$ cat src/rtl/csa19_resolver_pkg.sv
// csa19_resolver_pkg
// Shared constants and types for the carry-propagate resolver that sits
// behind the 19-bit half-adder carry-save stage.
//   - default WIDTH / CHUNK shared with the carry-save stage
//   - FSM state encoding
//   - helper to derive the number of chunk-add cycles
package csa19_resolver_pkg;

  localparam int CSA_WIDTH_DEF = 19;
  localparam int CSA_CHUNK_DEF = 4;

  typedef enum logic [1:0] {
    ST_IDLE = 2'd0,
    ST_ADD  = 2'd1,
    ST_DONE = 2'd2
  } state_t;

  // Number of CHUNK-bit add cycles needed to cover a WIDTH+1 bit result.
  function automatic int calc_nchunk(input int width, input int chunk);
    return (width + 1 + chunk - 1) / chunk;
  endfunction

endpackage

$ cat src/rtl/csa19_resolver_cpa_chunk.sv
// cpa_chunk
// N-bit combinational ripple-carry adder used once per ADD cycle.
//   a, b : N-bit operands
//   cin  : carry in
//   s    : N-bit sum
//   cout : carry out
module cpa_chunk #(
  parameter int N = 4
) (
  input  logic [N-1:0] a,
  input  logic [N-1:0] b,
  input  logic         cin,
  output logic [N-1:0] s,
  output logic         cout
);

  // Bit-serial ripple through the chunk.
  always_comb begin
    logic c;
    c = cin;
    s = '0;
    for (int i = 0; i < N; i++) begin
      s[i] = a[i] ^ b[i] ^ c;
      c    = (a[i] & b[i]) | (a[i] & c) | (b[i] & c);
    end
    cout = c;
  end

endmodule

$ cat src/rtl/csa19_resolver.sv
// csa19_resolver
// Resolves the (cout, sum) vectors of the carry-save stage into one binary
// value, CHUNK bits per cycle with a registered carry.
//   clk, reset           : clock, synchronous active-high reset
//   in_valid / in_ready  : operand handshake (accepted only in IDLE)
//   cout_in              : carry vector, bit i weighs 2^(i+1)
//   sum_in               : sum vector, bit i weighs 2^i
//   out_valid / out_ready: result handshake (held in DONE)
//   result               : (sum_in + (cout_in<<1)) mod 2^(WIDTH+1)
//   ovf                  : bit WIDTH+1 of the exact sum
//   busy                 : high in ADD or DONE
module csa19_resolver
  import csa19_resolver_pkg::*;
#(
  parameter int WIDTH = CSA_WIDTH_DEF,
  parameter int CHUNK = CSA_CHUNK_DEF
) (
  input  logic           clk,
  input  logic           reset,
  input  logic           in_valid,
  output logic           in_ready,
  input  logic [WIDTH-1:0] cout_in,
  input  logic [WIDTH-1:0] sum_in,
  output logic           out_valid,
  input  logic           out_ready,
  output logic [WIDTH:0] result,
  output logic           ovf,
  output logic           busy
);

  localparam int NCHUNK = calc_nchunk(WIDTH, CHUNK);
  localparam int PW     = NCHUNK * CHUNK;
  localparam int CNT_W  = (NCHUNK > 1) ? $clog2(NCHUNK) : 1;
  localparam logic [CNT_W-1:0] CNT_LAST = CNT_W'(NCHUNK - 1);

  state_t          state_q, state_d;
  logic [PW-1:0]   a_q, a_d;
  logic [PW-1:0]   b_q, b_d;
  logic [PW-1:0]   res_q, res_d;
  logic [CNT_W-1:0] cnt_q, cnt_d;
  logic            carry_q, carry_d;
  logic            ovf_q, ovf_d;
  logic            in_ready_q, in_ready_d;
  logic            out_valid_q, out_valid_d;
  logic            busy_q, busy_d;

  logic [CHUNK-1:0] chunk_sum_s;
  logic             chunk_cout_s;
  logic [PW-1:0]    res_shift_s;
  logic             pad_bit_s;

  cpa_chunk #(.N(CHUNK)) u_cpa_chunk (
    .a    (a_q[CHUNK-1:0]),
    .b    (b_q[CHUNK-1:0]),
    .cin  (carry_q),
    .s    (chunk_sum_s),
    .cout (chunk_cout_s)
  );

  // New chunk enters at the top; after NCHUNK shifts the result is LSB-aligned.
  assign res_shift_s = {chunk_sum_s, res_q[PW-1:CHUNK]};

  // With padding the overflow lands in bit WIDTH+1 rather than the final carry.
  if (PW > WIDTH + 1) begin : g_pad
    assign pad_bit_s = res_shift_s[WIDTH+1];
  end else begin : g_nopad
    assign pad_bit_s = 1'b0;
  end

  // Next-state and datapath control for the IDLE/ADD/DONE sequencer.
  always_comb begin
    state_d     = state_q;
    a_d         = a_q;
    b_d         = b_q;
    res_d       = res_q;
    cnt_d       = cnt_q;
    carry_d     = carry_q;
    ovf_d       = ovf_q;
    case (state_q)
      ST_IDLE: begin
        if (in_valid) begin
          a_d     = PW'({1'b0, sum_in});
          b_d     = PW'({cout_in, 1'b0});
          res_d   = '0;
          cnt_d   = '0;
          carry_d = 1'b0;
          ovf_d   = 1'b0;
          state_d = ST_ADD;
        end else begin
          state_d = ST_IDLE;
        end
      end
      ST_ADD: begin
        a_d     = a_q >> CHUNK;
        b_d     = b_q >> CHUNK;
        res_d   = res_shift_s;
        carry_d = chunk_cout_s;
        if (cnt_q == CNT_LAST) begin
          ovf_d   = chunk_cout_s | pad_bit_s;
          state_d = ST_DONE;
        end else begin
          cnt_d   = cnt_q + CNT_W'(1);
          state_d = ST_ADD;
        end
      end
      ST_DONE: begin
        if (out_ready) begin
          state_d = ST_IDLE;
        end else begin
          state_d = ST_DONE;
        end
      end
      default: begin
        state_d = ST_IDLE;
      end
    endcase
    in_ready_d  = (state_d == ST_IDLE);
    out_valid_d = (state_d == ST_DONE);
    busy_d      = (state_d == ST_ADD) || (state_d == ST_DONE);
  end

  // State, datapath and registered handshake outputs.
  always_ff @(posedge clk) begin
    if (reset) begin
      state_q     <= ST_IDLE;
      a_q         <= '0;
      b_q         <= '0;
      res_q       <= '0;
      cnt_q       <= '0;
      carry_q     <= 1'b0;
      ovf_q       <= 1'b0;
      in_ready_q  <= 1'b1;
      out_valid_q <= 1'b0;
      busy_q      <= 1'b0;
    end else begin
      state_q     <= state_d;
      a_q         <= a_d;
      b_q         <= b_d;
      res_q       <= res_d;
      cnt_q       <= cnt_d;
      carry_q     <= carry_d;
      ovf_q       <= ovf_d;
      in_ready_q  <= in_ready_d;
      out_valid_q <= out_valid_d;
      busy_q      <= busy_d;
    end
  end

  assign in_ready  = in_ready_q;
  assign out_valid = out_valid_q;
  assign busy      = busy_q;
  assign result    = res_q[WIDTH:0];
  assign ovf       = ovf_q;

endmodule

$ cat config.mk
export PLATFORM = sky130hd
export DESIGN_NAME = csa19_resolver
export DESIGN_NICKNAME = d
export VERILOG_FILES = /design/src/rtl/csa19_resolver_pkg.sv /design/src/rtl/csa19_resolver_cpa_chunk.sv /design/src/rtl/csa19_resolver.sv
export SDC_FILE = /design/constraint.sdc
export NUM_CORES = 1
export LEC_CHECK = 0
export CAP_MARGIN = 30
export CELL_PAD_IN_SITES_DETAIL_PLACEMENT = 0
export CELL_PAD_IN_SITES_GLOBAL_PLACEMENT = 1
export CORE_MARGIN = 2
export CORE_UTILIZATION = 34
export DETAILED_ROUTE_END_ITERATION = 8
export PLACE_DENSITY_LB_ADDON = 0.05
export SLEW_MARGIN = 10
export SYNTH_ARGS = -nofsm -noshare
export SYNTH_HDL_FRONTEND = slang
export SYNTH_SLANG_ARGS = --single-unit
$ cat constraint.sdc
create_clock -name clk -period 2.2 [get_ports clk]
set_input_delay 0.22 -clock clk [delete_from_list [all_inputs] [get_ports clk]]
set_output_delay 0.22 -clock clk [all_outputs]
set_load 0.005 [all_outputs]
==> impl_metrics.py, run 1 <==
metrics = {
    "power_and_ir_drop": {
        "internal_power_uw": 2220,
        "seq_power_share_pct": 46.1,
        "switching_power_uw": 716,
        "pwr-share-comb_pct": 14.3,
        "p_sw_share_pct": 24.4,
        "power.total_uw": 2940,
        "power.density_nw_per_um2": 741,
        "p_leak_uw": 0.00150,
        "pwr-share-clk_pct": 39.5,
        "ir_drop_mv": 0.412,
    },
    "logic_synthesis": {
        "syn_nets": 369,
        "async_flop_share_pct": 0,
        "synth_area_sq_um": 2980,
        "yosys_warnings": 0,
        "synth_ff_type": "dfxtp_1",
        "synth_cell_types": 33,
        "yosys.area.top_type": "dfxtp_1",
        "synth_top_area_share_pct": 46.4,
        "synth_area_leaders": "dfxtp_1 (46%), a211oi_2 (9.2%), nor2_1 (7.2%), a22oi_1 (6.6%), a21oi_1 (5.5%)",
        "synth_edf_count": 0,
        "synth_area_per_cell_sq_um": 9.33,
        "ys_seq_area_share_pct": 46.4,
        "ys_ff_latch": 69,
        "synthCells": 319,
    },
    "critical_path": {
        "crit_slowest_cell": "dfxtp_2",
        "slowest_delay_ns": 0.35,
        "cp.arrival_ns": 2.38,
        "crit_family": "adder cells",
        "crit_start": "a_q[0]",
        "rr_startpoint": "a_q[0]",
        "startpoint_type": "flip-flop",
        "r2r_cells": 7,
        "cp_common_cell": "fa_2",
        "path_buf_inv": 1,
        "rr_endpoint": "ovf",
        "critPathRequiredTime_ns": 2.46,
        "cp_num_cells": 7,
        "worstSetupEndpointType": "flip-flop",
        "critPathMaxFanout": 2,
        "reg2reg_setup_slack_ns": 0.08,
        "worstSetupPathType": "reg2reg",
        "endpoint": "ovf",
        "crit_chain": "fa_1 -> inv_1 -> fa_2 -> fa_2 -> fa_2 -> or3_1 -> a31oi_1",
    },
    "detailed_routing": {
        "ant_nets": 0,
        "first_pass_iters": 4,
        "drc": 0,
        "via_count": 2443,
        "wire_per_inst_um": 13.8,
        "first_iter_violations": 59,
        "drt_wl_total_mm": 6.80,
        "avgViaCountPerCell": 4.97,
    },
    "run_status": {
        "status": "finished clean",
    },
    "die": {
        "die-height_um": 97.6,
        "core_area_sq_um": 8590,
        "dieArea_sq_um": 9520,
        "core.rowCount": 34,
        "num_io_pins": 66,
        "die_w_um": 97.6,
        "start_util_pct": 34.6,
    },
    "timing": {
        "hold_slack_ns": 0.251,
        "fmax_ghz": 0.472,
        "final_hold_viol_count": 0,
        "slew_headroom_pct": 62.8,
        "tightest_slew_ns": 0.557,
        "finalSetupViolations": 0,
        "slew_viol_final": 0,
        "rsz0062_at_grt": "true",
        "post-route-period-util_pct": 96.3,
        "fin_crit_ns": 2.12,
        "skew_ns": 0.00738,
    },
    "clock_network": {
        "cts_buffers": 9,
        "path_clk_slew_ns": 0.07,
        "clk_path_buf_depth": 2,
        "clk_latency_ns": 0.34,
        "cts_setup_buffers": 0,
        "cts_tree": "yes",
        "htreeDepth": 3,
        "clkSinkCount": 69,
        "clock-root-buffer": "clkbuf_8",
    },
    "global_routing": {
        "grt_max_degree": 36,
        "grt_pass1_vias": 2448,
        "grt_pass1_wl_mm": 11.6,
        "track_usage_pct": 15.1,
        "antenna_found_initial": 0,
        "overflow": 0,
    },
    "placed_design": {
        "port_buffers": 65,
        "gp_congestion": 0.737,
        "postPlaceCellArea_sq_um": 3730,
        "place_hpwl_mm": 4.36,
    },
    "run": {
        "cap_violations": 0,
    },
    "finish": {
        "finalInstanceArea_sq_um": 3960,
        "fill_cells": 850,
        "drive_gt1_share_pct": 17.2,
        "nets": 429,
        "syn_to_final_growth_pct": 33.0,
        "fin_util_pct": 46.1,
        "antennaDiodeCount": 0,
    },
    "worst_hold_path": {
        "min_path_type": "in2reg",
    },
}
-- kinds of logic after synthesis --
kind of cell	after synthesis	synth area share [%]
AOI/OAI and AO/OA	101	28.2
adders and majority gates	8	4.37
buffers and inverters	39	6.98
DFF	69	46.4
and+or+nand+nor	102	14.1
-- how the worst min path moves through the flow --
stage	from	endpoint	cells after the start
after floorplan	sum_in[7]	a_q[7]	2
after global placement	result[3]	result[3]	2
after detailed placement	result[0]	result[0]	2
after CTS	reset	result[15]	2
after global routing	reset	state_q[0]	2
final	reset	result[2]	2
-- cells in the mapped netlist (all sizes together) (3+ instances only) --
master / instances
a211oi: 24
a21oi: 33
a221oi: 6
a22oi: 26
a2bb2oi: 4
buf: 22
clkbuf: 7
dfxtp: 69
fa: 4
ha: 4
inv: 10
nand2: 32
nor2: 57
nor2b: 3
-- through the flow --
step / instances / worst slack (ns) / TNS, ns
after floorplan: 319 / 0.0188 / 0
after global placement: 476 / -0.0393 / -0.0393
after detailed placement: 476 / -0.0701 / -0.0701
after CTS: 492 / 0.0401 / 0
after global routing: 492 / -0.0610 / -0.0610
final: 492 / 0.0812 / 0
-- flip-flops by register name, summed over array words and instances, names as in the netlist --
signal     flops
a_q           19
b_q           20
busy           1
carry_q        1
cnt_q          3
in_ready       1
out_valid      1
ovf            1
result        20
state_q        2
-- area by class of cell --
| class | count | area (sq um) | area share, % |
|---|---|---|---|
| clock buffers | 12 | 155 | 3.92 |
| clock inverters | 4 | 70.1 | 1.77 |
| inverters | 10 | 37.5 | 0.948 |
| multi-input cells | 211 | 1410 | 35.6 |
| flip-flops and latches | 69 | 1380 | 34.9 |
| well taps | 108 | 135 | 3.41 |
| repair buffers | 78 | 768 | 19.4 |
-- repair_timing --
| item | 4_1_cts | 5_1_grt |
|---|---|---|
| pin swaps | 0 | 1 |
| endpoints found under the setup margin | 1 | 1 |
| hold buffers | 0 | 0 |
| resized for setup | 4 | 0 |
-- layer usage --
layer	track usage [%]	vias up	share of wire [%]
met2	24.1	55	46
met5	0	-	0
met4	4.49	0	1.2
met3	5.18	8	4.1
met1	19.3	1144	49
li1	-	1236	-
-- power groups by stage --
stage	Sequential [uW]	Combinational (uW)	Clock, uW
2_1_floorplan	1370	278	0
6_report	1350	420	1160
3_3_place_gp	1380	425	0
3_5_place_dp	1380	425	0
5_1_grt	1360	468	1260
4_1_cts	1360	428	1210
-- placed cells by master (no fill, tap or decap), drive strengths merged, types with 2 or more instances in the layout --
cell type	netlist	routed
ha	4	4
buf	22	14
clkbuf	7	12
fa	4	4
nand2b	2	2
clkinv	0	2
nor2b	3	3
inv	10	10
nor2	57	57
a211oi	24	24
o21ai	2	2
a2bb2oi	4	4
a22oi	26	26
nand4	2	2
a21oi	33	33
dfxtp	69	69
a221oi	6	6
nand2	32	32
bufinv	0	2
clkdlybuf4s50	0	64
nand3	2	2
Power figures use the tool's default switching activity.
==> inputs of run 2 (changes only) <==
Settings changed: CORE_UTILIZATION 34 to 33, SYNTH_HIERARCHICAL set to 1.
==> impl_metrics.py, run 2 <==
metrics = {
    "run_status": {
        "status": "finished clean",
    },
    "timing": {
        "slew_headroom_pct": 55.4,
        "finalSetupViolations": 0,
        "tightest_slew_ns": 0.667,
        "fmax_ghz": 0.478,
        "setup_ws_ns": 0.109,
        "slew_viol_final": 0,
        "skew_ns": 0.00838,
        "final_hold_viol_count": 0,
        "post-route-period-util_pct": 95.0,
        "fin_crit_ns": 2.09,
        "rsz0062_at_grt": "true",
    },
    "critical_path": {
        "rr_endpoint": "result[19]",
        "crit_chain": "inv_2 -> fa_2 -> inv_2 -> fa_2 -> fa_2 -> inv_2 -> fa_1 -> inv_1 -> a22oi_1 -> nor2_1",
        "startpoint_type": "flip-flop",
        "critPathMaxFanout": 2,
        "worstSetupEndpointType": "flip-flop",
        "reg2reg_setup_slack_ns": 0.11,
        "rr_startpoint": "a_q[0]",
        "critPathRequiredTime_ns": 2.42,
        "crit_slowest_cell": "fa_1",
        "worstSetupPathType": "reg2reg",
        "slowest_delay_ns": 0.49,
        "cp.arrival_ns": 2.31,
        "crit_family": "adder cells",
        "r2r_cells": 10,
        "crit_start": "a_q[0]",
        "path_buf_inv": 4,
    },
    "die": {
        "start_util_pct": 33.4,
        "num_io_pins": 66,
        "die-height_um": 97.2,
        "die_w_um": 97.2,
        "core_area_sq_um": 8590,
        "dieArea_sq_um": 9450,
        "core.rowCount": 34,
    },
    "finish": {
        "ff_latch_area_sq_um": 1380,
        "fin_util_pct": 43.6,
        "layout_commonest_cell": "dfxtp_1",
        "nets": 432,
        "syn_to_final_growth_pct": 30.8,
        "multiInputGateArea_sq_um": 1270,
        "drive_gt1_share_pct": 9.59,
        "final_cell_mix": "dfxtp_1 (67), clkdlybuf4s50_1 (64), nor2_1 (62), a21oi_1 (34), nand2_1 (32)",
        "fill_cells": 877,
        "antennaDiodeCount": 0,
    },
    "global_routing": {
        "grt_pass1_vias": 2305,
        "overflow": 0,
        "antenna_found_initial": 0,
        "track_usage_pct": 15.1,
        "grt_max_degree": 63,
        "grt_pass1_wl_mm": 11.7,
    },
    "logic_synthesis": {
        "yosysMostFrequentCell": "dfxtp_1",
        "ys_ff_latch": 69,
        "synth_area_leaders": "dfxtp_1 (48%), nor2_1 (8.1%), a211oi_1 (7.9%), a22oi_1 (7.9%), a21oi_1 (5.9%)",
        "synth_edf_count": 0,
        "yosys_warnings": 6,
        "synthCells": 328,
        "async_flop_share_pct": 0,
        "yosys.area.top_type": "dfxtp_1",
        "synth_area_per_cell_sq_um": 8.74,
        "ys_seq_area_share_pct": 48.2,
        "synth_cell_types": 29,
        "synth_top_area_share_pct": 48.2,
        "synthTopCellsByCount": "dfxtp_1 (69), nor2_1 (62), a21oi_1 (34)",
        "syn_nets": 378,
        "synth_area_sq_um": 2870,
        "synth_ff_type": "dfxtp_1",
    },
    "power_and_ir_drop": {
        "p_leak_uw": 0.00144,
        "power.density_nw_per_um2": 718,
        "ir_drop_mv": 0.248,
    },
    "clock_network": {
        "cts_setup_buffers": 0,
        "path_clk_slew_ns": 0.08,
        "cts_buffers": 9,
        "cts_tree": "yes",
        "clkSinkCount": 69,
        "clk_latency_ns": 0.34,
        "clock-root-buffer": "clkbuf_8",
        "hold_buffers": 0,
        "htreeDepth": 3,
        "cts_resized": 0,
        "clk_path_buf_depth": 2,
    },
    "placed_design": {
        "port_buffers": 65,
        "place_hpwl_mm": 4.47,
        "preCtsSetupSlack_ns": 0.114,
        "gp_congestion": 0.707,
    },
    "detailed_routing": {
        "ant_nets": 0,
        "avgViaCountPerCell": 4.80,
        "drc": 0,
        "wire_per_inst_um": 14.1,
        "first_pass_iters": 4,
        "first_iter_violations": 92,
        "drt_wl_total_mm": 6.95,
        "via_count": 2373,
    },
    "worst_hold_path": {
        "hold-path-endpoint": "result[19]",
        "min_path_type": "in2reg",
        "hold_depth": 2,
        "hp-start": "reset",
    },
    "run": {
        "cap_violations": 0,
    },
}
run 2: worst max-delay path by stage:
stage	endpoint	slack (ns)	cells past startpoint
2_1_floorplan	result[19]	0.20	10
3_3_place_gp	result[19]	0.13	10
3_5_place_dp	result[19]	0.11	10
4_1_cts	result[19]	0.1	10
5_1_grt	result[19]	-0.006	10
6_report	result[19]	0.11	10
run 2: area by class of cell:
class | instances | area share (%)
multi-input cells | 216 | 33.9
inverters | 14 | 1.40
clock inverters | 3 | 0.534
well taps | 108 | 3.60
flip-flops and latches | 69 | 36.9
repair buffers | 72 | 19.3
clock buffers | 12 | 4.40
run 2: cell families after synthesis:
logic type,synth area share [%]
compound gates,24.1
fa+ha+maj,4.54
buf+inv,7.81
flops,48.2
simple gates,15.4
run 2: routing by layer:
layer / GRT usage [%] / share of wire [%] / wire length (um) / vias up
li1: - / - / - / 1236
met3: 3.09 / 3.7 / 254 / 11
met2: 22.8 / 44 / 3070 / 42
met1: 21.3 / 50 / 3510 / 1084
met5: 0 / 0 / 0 / -
met4: 6.09 / 1.7 / 119 / 0
run 2: where the power goes:
group | switching, uW | internal [uW] | leakage (uW) | total [uW]
logic | 188 | 175 | 0.000785 | 363
clock network | 473 | 494 | 0.0000905 | 967
registers | 44.0 | 1320 | 0.000567 | 1360
run 2: metrics by stage:
step / instance area (sq um) / setup TNS (ns) / instances / power (uW) / hold WS, ns
floorplan: 2870 / 0 / 328 / 1610 / 0.361
global placement: 3550 / 0 / 479 / 1760 / 0.481
detailed placement: 3550 / 0 / 479 / 1760 / 0.484
CTS: 3740 / 0 / 494 / 2730 / 0.316
global route: 3750 / -0.00610 / 494 / 2850 / 0.348
finish: 3750 / 0 / 494 / 2690 / 0.314
==> inputs of run 3 (changes only) <==
Settings changed: CTS_CLUSTER_DIAMETER set to 150.
==> results of run 3 <==
No change in the layout: final DEF, timing and power equal those of run 2.
